[config.mk]
export PLATFORM = sky130hd
export DESIGN_NAME = morse_tx
export DESIGN_NICKNAME = d
export VERILOG_FILES = /design/src/rtl/morse_pkg.sv /design/src/rtl/morse_rom.sv /design/src/rtl/morse_tx.sv
export SDC_FILE = /design/constraint.sdc
export NUM_CORES = 1
export LEC_CHECK = 0
export CORE_UTILIZATION = 65
export CTS_CLUSTER_DIAMETER = 100
export DETAILED_ROUTE_END_ITERATION = 10
export PLACE_DENSITY_LB_ADDON = 0.25
export SKIP_LAST_GASP = 1
export SYNTH_ARGS = -nofsm -noshare
export SYNTH_HDL_FRONTEND = slang
export SYNTH_SLANG_ARGS = --single-unit
export TNS_END_PERCENT = 1
[constraint.sdc]
create_clock -name clk_i -period 5.9 [get_ports clk_i]
set_input_delay 1.18 -clock clk_i [delete_from_list [all_inputs] [get_ports clk_i]]
set_output_delay 1.18 -clock clk_i [all_outputs]
set_load 0.02 [all_outputs]
[src/rtl/morse_pkg.sv]
// Shared types and constants for the Morse keyer: FSM states, the packed
// code word format, symbol/gap unit counts and the code-building helper.
package morse_pkg;

  typedef enum logic [2:0] {
    IDLE   = 3'd0,
    POP    = 3'd1,
    DECODE = 3'd2,
    MARK   = 3'd3,
    SPACE  = 3'd4,
    GAP    = 3'd5
  } state_t;

  // len = symbol count (1..5); pattern consumed LSB-first, 1 = dash
  typedef struct packed {
    logic [2:0] len;
    logic [4:0] pattern;
  } code_t;

  localparam logic [2:0] DOT_UNITS        = 3'd1;
  localparam logic [2:0] DASH_UNITS       = 3'd3;
  localparam logic [2:0] SYM_GAP_UNITS    = 3'd1;
  localparam logic [2:0] LETTER_GAP_UNITS = 3'd3;
  localparam logic [2:0] WORD_EXTRA_UNITS = 3'd4;
  localparam logic [7:0] ASCII_SPACE      = 8'h20;

  // Build a code from the symbols written in reading order (first symbol is
  // the most significant of the len low bits) so the table reads like Morse.
  function automatic code_t mk(input logic [2:0] len, input logic [4:0] seq);
    logic [4:0] rev;
    code_t      c;
    rev       = {seq[0], seq[1], seq[2], seq[3], seq[4]};
    c.len     = len;
    c.pattern = rev >> (3'd5 - len);
    return c;
  endfunction

endpackage

[src/rtl/morse_rom.sv]
// Combinational ASCII -> Morse lookup. Folds a-z onto A-Z; flags space
// separately; anything else comes back invalid.
module morse_rom
  import morse_pkg::*;
(
  input  logic [6:0] ascii_i,
  output logic       valid_o,
  output logic       is_space_o,
  output code_t      code_o
);

  logic [6:0] up;

  // Case fold lowercase letters onto uppercase
  always_comb begin
    up = ascii_i;
    if (ascii_i >= 7'h61 && ascii_i <= 7'h7A) up = ascii_i - 7'h20;
  end

  // Table lookup; unsupported characters leave valid low
  always_comb begin
    valid_o    = 1'b1;
    is_space_o = 1'b0;
    code_o     = '0;
    unique case (up)
      7'h41: code_o = mk(3'd2, 5'b01);     // A .-
      7'h42: code_o = mk(3'd4, 5'b1000);   // B -...
      7'h43: code_o = mk(3'd4, 5'b1010);   // C -.-.
      7'h44: code_o = mk(3'd3, 5'b100);    // D -..
      7'h45: code_o = mk(3'd1, 5'b0);      // E .
      7'h46: code_o = mk(3'd4, 5'b0010);   // F ..-.
      7'h47: code_o = mk(3'd3, 5'b110);    // G --.
      7'h48: code_o = mk(3'd4, 5'b0000);   // H ....
      7'h49: code_o = mk(3'd2, 5'b00);     // I ..
      7'h4A: code_o = mk(3'd4, 5'b0111);   // J .---
      7'h4B: code_o = mk(3'd3, 5'b101);    // K -.-
      7'h4C: code_o = mk(3'd4, 5'b0100);   // L .-..
      7'h4D: code_o = mk(3'd2, 5'b11);     // M --
      7'h4E: code_o = mk(3'd2, 5'b10);     // N -.
      7'h4F: code_o = mk(3'd3, 5'b111);    // O ---
      7'h50: code_o = mk(3'd4, 5'b0110);   // P .--.
      7'h51: code_o = mk(3'd4, 5'b1101);   // Q --.-
      7'h52: code_o = mk(3'd3, 5'b010);    // R .-.
      7'h53: code_o = mk(3'd3, 5'b000);    // S ...
      7'h54: code_o = mk(3'd1, 5'b1);      // T -
      7'h55: code_o = mk(3'd3, 5'b001);    // U ..-
      7'h56: code_o = mk(3'd4, 5'b0001);   // V ...-
      7'h57: code_o = mk(3'd3, 5'b011);    // W .--
      7'h58: code_o = mk(3'd4, 5'b1001);   // X -..-
      7'h59: code_o = mk(3'd4, 5'b1011);   // Y -.--
      7'h5A: code_o = mk(3'd4, 5'b1100);   // Z --..
      7'h30: code_o = mk(3'd5, 5'b11111);  // 0
      7'h31: code_o = mk(3'd5, 5'b01111);  // 1
      7'h32: code_o = mk(3'd5, 5'b00111);  // 2
      7'h33: code_o = mk(3'd5, 5'b00011);  // 3
      7'h34: code_o = mk(3'd5, 5'b00001);  // 4
      7'h35: code_o = mk(3'd5, 5'b00000);  // 5
      7'h36: code_o = mk(3'd5, 5'b10000);  // 6
      7'h37: code_o = mk(3'd5, 5'b11000);  // 7
      7'h38: code_o = mk(3'd5, 5'b11100);  // 8
      7'h39: code_o = mk(3'd5, 5'b11110);  // 9
      default: begin
        if (up == ASCII_SPACE[6:0]) is_space_o = 1'b1;
        else                        valid_o    = 1'b0;
      end
    endcase
  end

endmodule

[src/rtl/morse_tx.sv]
// Morse keyer on the read side of the character FIFO: pops one byte,
// looks up its code and keys dots/dashes with unit-timed gaps.
// Optional build macro MORSE_TX_TONE_EN adds a gated square-wave tone_o.
module morse_tx
  import morse_pkg::*;
#(
  parameter int WORD_BITS   = 8,
  parameter int UNIT_CYCLES = 6000000
`ifdef MORSE_TX_TONE_EN
  , parameter int TONE_HALF_CYCLES = 25000
`endif
) (
  input  logic                 clk_i,
  input  logic                 reset_i,
  input  logic                 fifo_empty_i,
  input  logic [WORD_BITS-1:0] fifo_rdata_i,
  output logic                 fifo_read_o,
  output logic                 key_o,
  output logic                 busy_o
`ifdef MORSE_TX_TONE_EN
  , output logic               tone_o
`endif
);

  localparam int UW = $clog2(UNIT_CYCLES);

  state_t        state_q, state_d;
  logic [6:0]    char_q;
  logic [4:0]    pat_q;
  logic [2:0]    len_q;
  logic [2:0]    units_q;
  logic [UW-1:0] unit_cnt_q;
  logic          timed, tick, last_unit;
  logic          rom_valid, rom_space;
  code_t         rom_code;
  logic          key_q, read_q, key_d, read_d;

  // Upper word bits carry no ASCII meaning
  if (WORD_BITS > 7) begin : g_hi
    logic unused_hi;
    assign unused_hi = ^fifo_rdata_i[WORD_BITS-1:7];
  end

  morse_rom u_rom (
    .ascii_i    (char_q),
    .valid_o    (rom_valid),
    .is_space_o (rom_space),
    .code_o     (rom_code)
  );

  assign timed     = (state_q == MARK) || (state_q == SPACE) || (state_q == GAP);
  assign tick      = timed && (unit_cnt_q == UW'(UNIT_CYCLES - 1));
  assign last_unit = tick && (units_q == 3'd1);

  // State register
  always_ff @(posedge clk_i or posedge reset_i) begin
    if (reset_i) state_q <= IDLE;
    else         state_q <= state_d;
  end

  // Next-state logic
  always_comb begin
    state_d = state_q;
    unique case (state_q)
      IDLE:    if (!fifo_empty_i) state_d = POP;
      POP:     state_d = DECODE;
      DECODE:  state_d = !rom_valid ? IDLE : (rom_space ? GAP : MARK);
      MARK:    if (last_unit) state_d = (len_q > 3'd1) ? SPACE : GAP;
      SPACE:   if (last_unit) state_d = MARK;
      GAP:     if (last_unit) state_d = IDLE;
      default: state_d = IDLE;
    endcase
  end

  // Outputs follow the next state so the flops line up with the state register
  always_comb begin
    key_d  = (state_d == MARK);
    read_d = (state_d == POP);
  end

  // Output flops
  always_ff @(posedge clk_i or posedge reset_i) begin
    if (reset_i) begin
      key_q  <= 1'b0;
      read_q <= 1'b0;
    end else begin
      key_q  <= key_d;
      read_q <= read_d;
    end
  end

  // Unit timer: restarts at 0 on every entry into a timed state
  always_ff @(posedge clk_i or posedge reset_i) begin
    if (reset_i)               unit_cnt_q <= '0;
    else if (!timed || tick)   unit_cnt_q <= '0;
    else                       unit_cnt_q <= unit_cnt_q + UW'(1);
  end

  // Character latch, symbol shifter and units-remaining counter
  always_ff @(posedge clk_i or posedge reset_i) begin
    if (reset_i) begin
      char_q  <= '0;
      pat_q   <= '0;
      len_q   <= '0;
      units_q <= '0;
    end else begin
      if (state_q == IDLE && !fifo_empty_i) char_q <= fifo_rdata_i[6:0];
      if (state_q == DECODE) begin
        pat_q   <= rom_code.pattern;
        len_q   <= rom_code.len;
        units_q <= rom_space ? WORD_EXTRA_UNITS
                             : (rom_code.pattern[0] ? DASH_UNITS : DOT_UNITS);
      end else if (state_q == MARK && last_unit) begin
        pat_q   <= pat_q >> 1;
        len_q   <= len_q - 3'd1;
        units_q <= (len_q > 3'd1) ? SYM_GAP_UNITS : LETTER_GAP_UNITS;
      end else if (state_q == SPACE && last_unit) begin
        units_q <= pat_q[0] ? DASH_UNITS : DOT_UNITS;
      end else if (tick) begin
        units_q <= units_q - 3'd1;
      end
    end
  end

  assign key_o       = key_q;
  assign fifo_read_o = read_q;
  assign busy_o      = (state_q != IDLE);

`ifdef MORSE_TX_TONE_EN
  localparam int TW = (TONE_HALF_CYCLES > 1) ? $clog2(TONE_HALF_CYCLES) : 1;

  logic [TW-1:0] tone_cnt_q;
  logic          tone_q;

  // Tone generator held at phase 0 whenever the key is up
  always_ff @(posedge clk_i or posedge reset_i) begin
    if (reset_i || !key_q) begin
      tone_cnt_q <= '0;
      tone_q     <= 1'b0;
    end else if (tone_cnt_q == TW'(TONE_HALF_CYCLES - 1)) begin
      tone_cnt_q <= '0;
      tone_q     <= ~tone_q;
    end else begin
      tone_cnt_q <= tone_cnt_q + TW'(1);
    end
  end

  assign tone_o = tone_q & key_q;
`endif

endmodule

==> flow_summary.yaml <==
sta:
  worst_slew_pin_slew_ns: 0.9688
  drv_slew: 0
  rsz0062_at_grt: "false"
  timing.final.crit_share: 0.4892
  min_period_ns: 2.887
  hold_viol: 0
  fin_worst_skew_ns: 0.009038
  slew_headroom: 0.3541
  setup_viol: 0
  fmax_mhz: 346.4
  tns_ns: 0
synthesis:
  synth_area_leader_cell: "dfrtp_1"
  synth_edf_count: 0
  ys.flop_type: "dfrtp_1"
  synth_area_leaders: "dfrtp_1, nor2_1, xnor2_1"
  synth_top_area_frac: 0.3717
  synth_fp_nets: 376
  ys_ff_latch: 46
  synth-seq-area-share: 0.3717
  synth_warnings: 0
  syn-instance-count: 359
  avgSynthCellArea_sq_um: 8.626
  syn_area_sq_mm: 0.003097
  synthArstFlopShare: 1.000
  ys_types: 61
grt:
  grt_pass1_wl_um: 11990
  antenna_found_initial: 0
  grt_overflow: 0
  grt_usage: 0.3007
  grt_pass1_vias: 2610
  grt_max_degree: 47
critical_path:
  critical_path_class: "register to primary output"
  cp_max_fo: 7
  worstPathArrival_ns: 1.71
  critPathRequiredTime_ns: 4.72
  end_kind: "primary output"
  start_kind: "register"
place:
  gp_congestion: 0.9487
  place.detailed.hpwl_um: 4689
  io_buffers: 12
  dp_cells: 408
pwr:
  sw_frac_of_total: 0.4617
  ir_worst_vdd_v: 0.0004048
  power_frac_seq: 0.371
  p_leak_nw: 1.349
  p_sw_mw: 0.7047
  pwr-share-comb: 0.503
  clockPowerShare: 0.126
  powerDensity_mw_per_mm2: 460.7
  p_int_mw: 0.8216
clocking:
  cts.sinks: 46
  clk_path_buf_depth: 2
  cts_root_buffer: "clkbuf_8"
  cts_buffers: 5
  tritoncts: "yes"
  cts_resized: 0
  cts_setup_buffers: 0
  clkTransAtPathRegs_ns: 0.09
  worstSkewPairLatency_ns: 0.30
  ctsHoldBuffers: 0
  cts_max_level: 2
job:
  maxCapViolCount: 0
layout:
  drive_above_1_share: 0.07692
  syn_to_final_growth_pct: 6.990
  diodes: 0
  fin_cells: 416
  nNetsFinal: 380
hold_path:
  hold_class: "register to register"
die:
  die_h_um: 71.03
  die_x_um: 71.03
  std_cell_rows: 24
  start_util: 0.6921
  dieArea_sq_mm: 0.005045
  coreArea_sq_mm: 0.004474
  ios: 14
routing:
  routed_via_density: 6.517
  drtIter0Drc: 218
  num_vias: 2711
  drtAntennaViolNets: 0
  drtPass1Iterations: 7
  wl_per_cell_um: 16.20
  drc: 0
  finalWirelength_um: 6741
status:
  outcome: "completed"
[sequential cells by signal (all words and copies together) (netlist names)]
signal / cells
units_q: 3
fifo_read_o: 1
key_o: 1
state_q: 3
char_q: 7
unit_cnt_q: 23
len_q: 3
pat_q: 5
[logic make-up after synthesis]
| group | synth area share |
|---|---|
| mux | 0.03111 |
| xor+xnor | 0.06505 |
| fa+ha+maj | 0.02747 |
| flops | 0.3717 |
| simple gates | 0.2598 |
| buf+inv | 0.04687 |
| compound gates | 0.1980 |
[layout by cell type (no fill, tap or decap), drive strengths merged, types with 6 or more instances in the layout]
master,n
xor2,11
a21oi,17
nor2,50
clkdlybuf4s50,12
o211ai,10
o21ai,16
nand4,7
xnor2,12
nor3,8
nor2b,7
a211oi,6
nand2,19
inv,18
ha,6
dfrtp,46
nand2b,6
clkbuf,6
or3,6
and3,10
nand3,10
[final timing paths]
path	start	endpoint	slack, ns	depth (start not counted)
setup / recovery	state_q[1]	busy_o	3.01	2
hold reg to reg	unit_cnt_q[0]	unit_cnt_q[0]	0.51	1
min in group asynchronous	reset_i	fifo_read_o	1.41	2
setup reg to reg	char_q[1]	pat_q[0]	3.03	6
max in group asynchronous	reset_i	len_q[2]	3.91	2
hold / removal	unit_cnt_q[0]	unit_cnt_q[0]	0.51	1
[synth_stat cells, types with 3 or more instances]
cell,instances
nand4_1,7
o211ai_1,9
nor2b_1,7
nor3b_1,3
xor2_1,11
mux2_2,5
ha_1,6
or3_1,6
o31ai_1,3
and3_1,10
a31oi_1,4
mux2i_1,4
nor2_1,50
a21oi_1,15
xnor2_1,12
a2bb2oi_1,4
nand2b_1,6
buf_1,6
inv_1,18
or2_2,3
nor3_1,8
dfrtp_1,46
o22a_1,3
nand3b_1,3
a21o_1,3
o21ai_0,15
nand2_1,19
a211oi_1,6
nand3_1,10
o22ai_1,4
clkbuf_1,8
[layout make-up]
cell class              instances  area [sq um]
multi-input cells             277          1800
repair buffers                 15         142.6
flip-flops and latches         46          1151
clock inverters                 2         13.76
well taps                      52         65.06
fillers                       339          1161
clock buffers                   6         72.57
inverters                      18         67.56
[power by group through the flow]
stage	combinational [mW]	clock [mW]	sequential [mW]
finish	0.768	0.192	0.567
global route	0.859	0.205	0.591
CTS	0.764	0.194	0.562
detailed placement	0.759	0	0.568
global placement	0.734	0	0.566
floorplan	0.688	0	0.465
[worst max-delay path, cell delays in order, from the launching register on]
cell             delay, ns
dfrtp_1               0.45
or3_1                 0.41
clkdlybuf4s50_1       0.55
[through the flow]
stage          power (mW)  hold slack, ns  worst slack (ns)    util  instance area [sq um]
2_1_floorplan       1.153          0.4687             3.632       -                   3097
3_3_place_gp        1.301          0.4883             3.156  0.7212                   3227
3_5_place_dp        1.328          0.5019             3.107  0.7212                   3227
4_1_cts             1.519          0.5160             3.000  0.7405                   3313
5_1_grt             1.654          0.5637             2.774  0.7405                   3313
6_report            1.526          0.5129             3.013  0.7405                   3313
[layer usage]
metal  part of all wire  track usage  vias to the layer above
li1                   -            -                     1309
met1               0.45       0.4335                     1293
met2               0.48       0.4701                      100
met3              0.060      0.04701                        9
met4              0.012      0.09333                        0
met5                  0            0                        -
(Power assumes the default switching activity.)
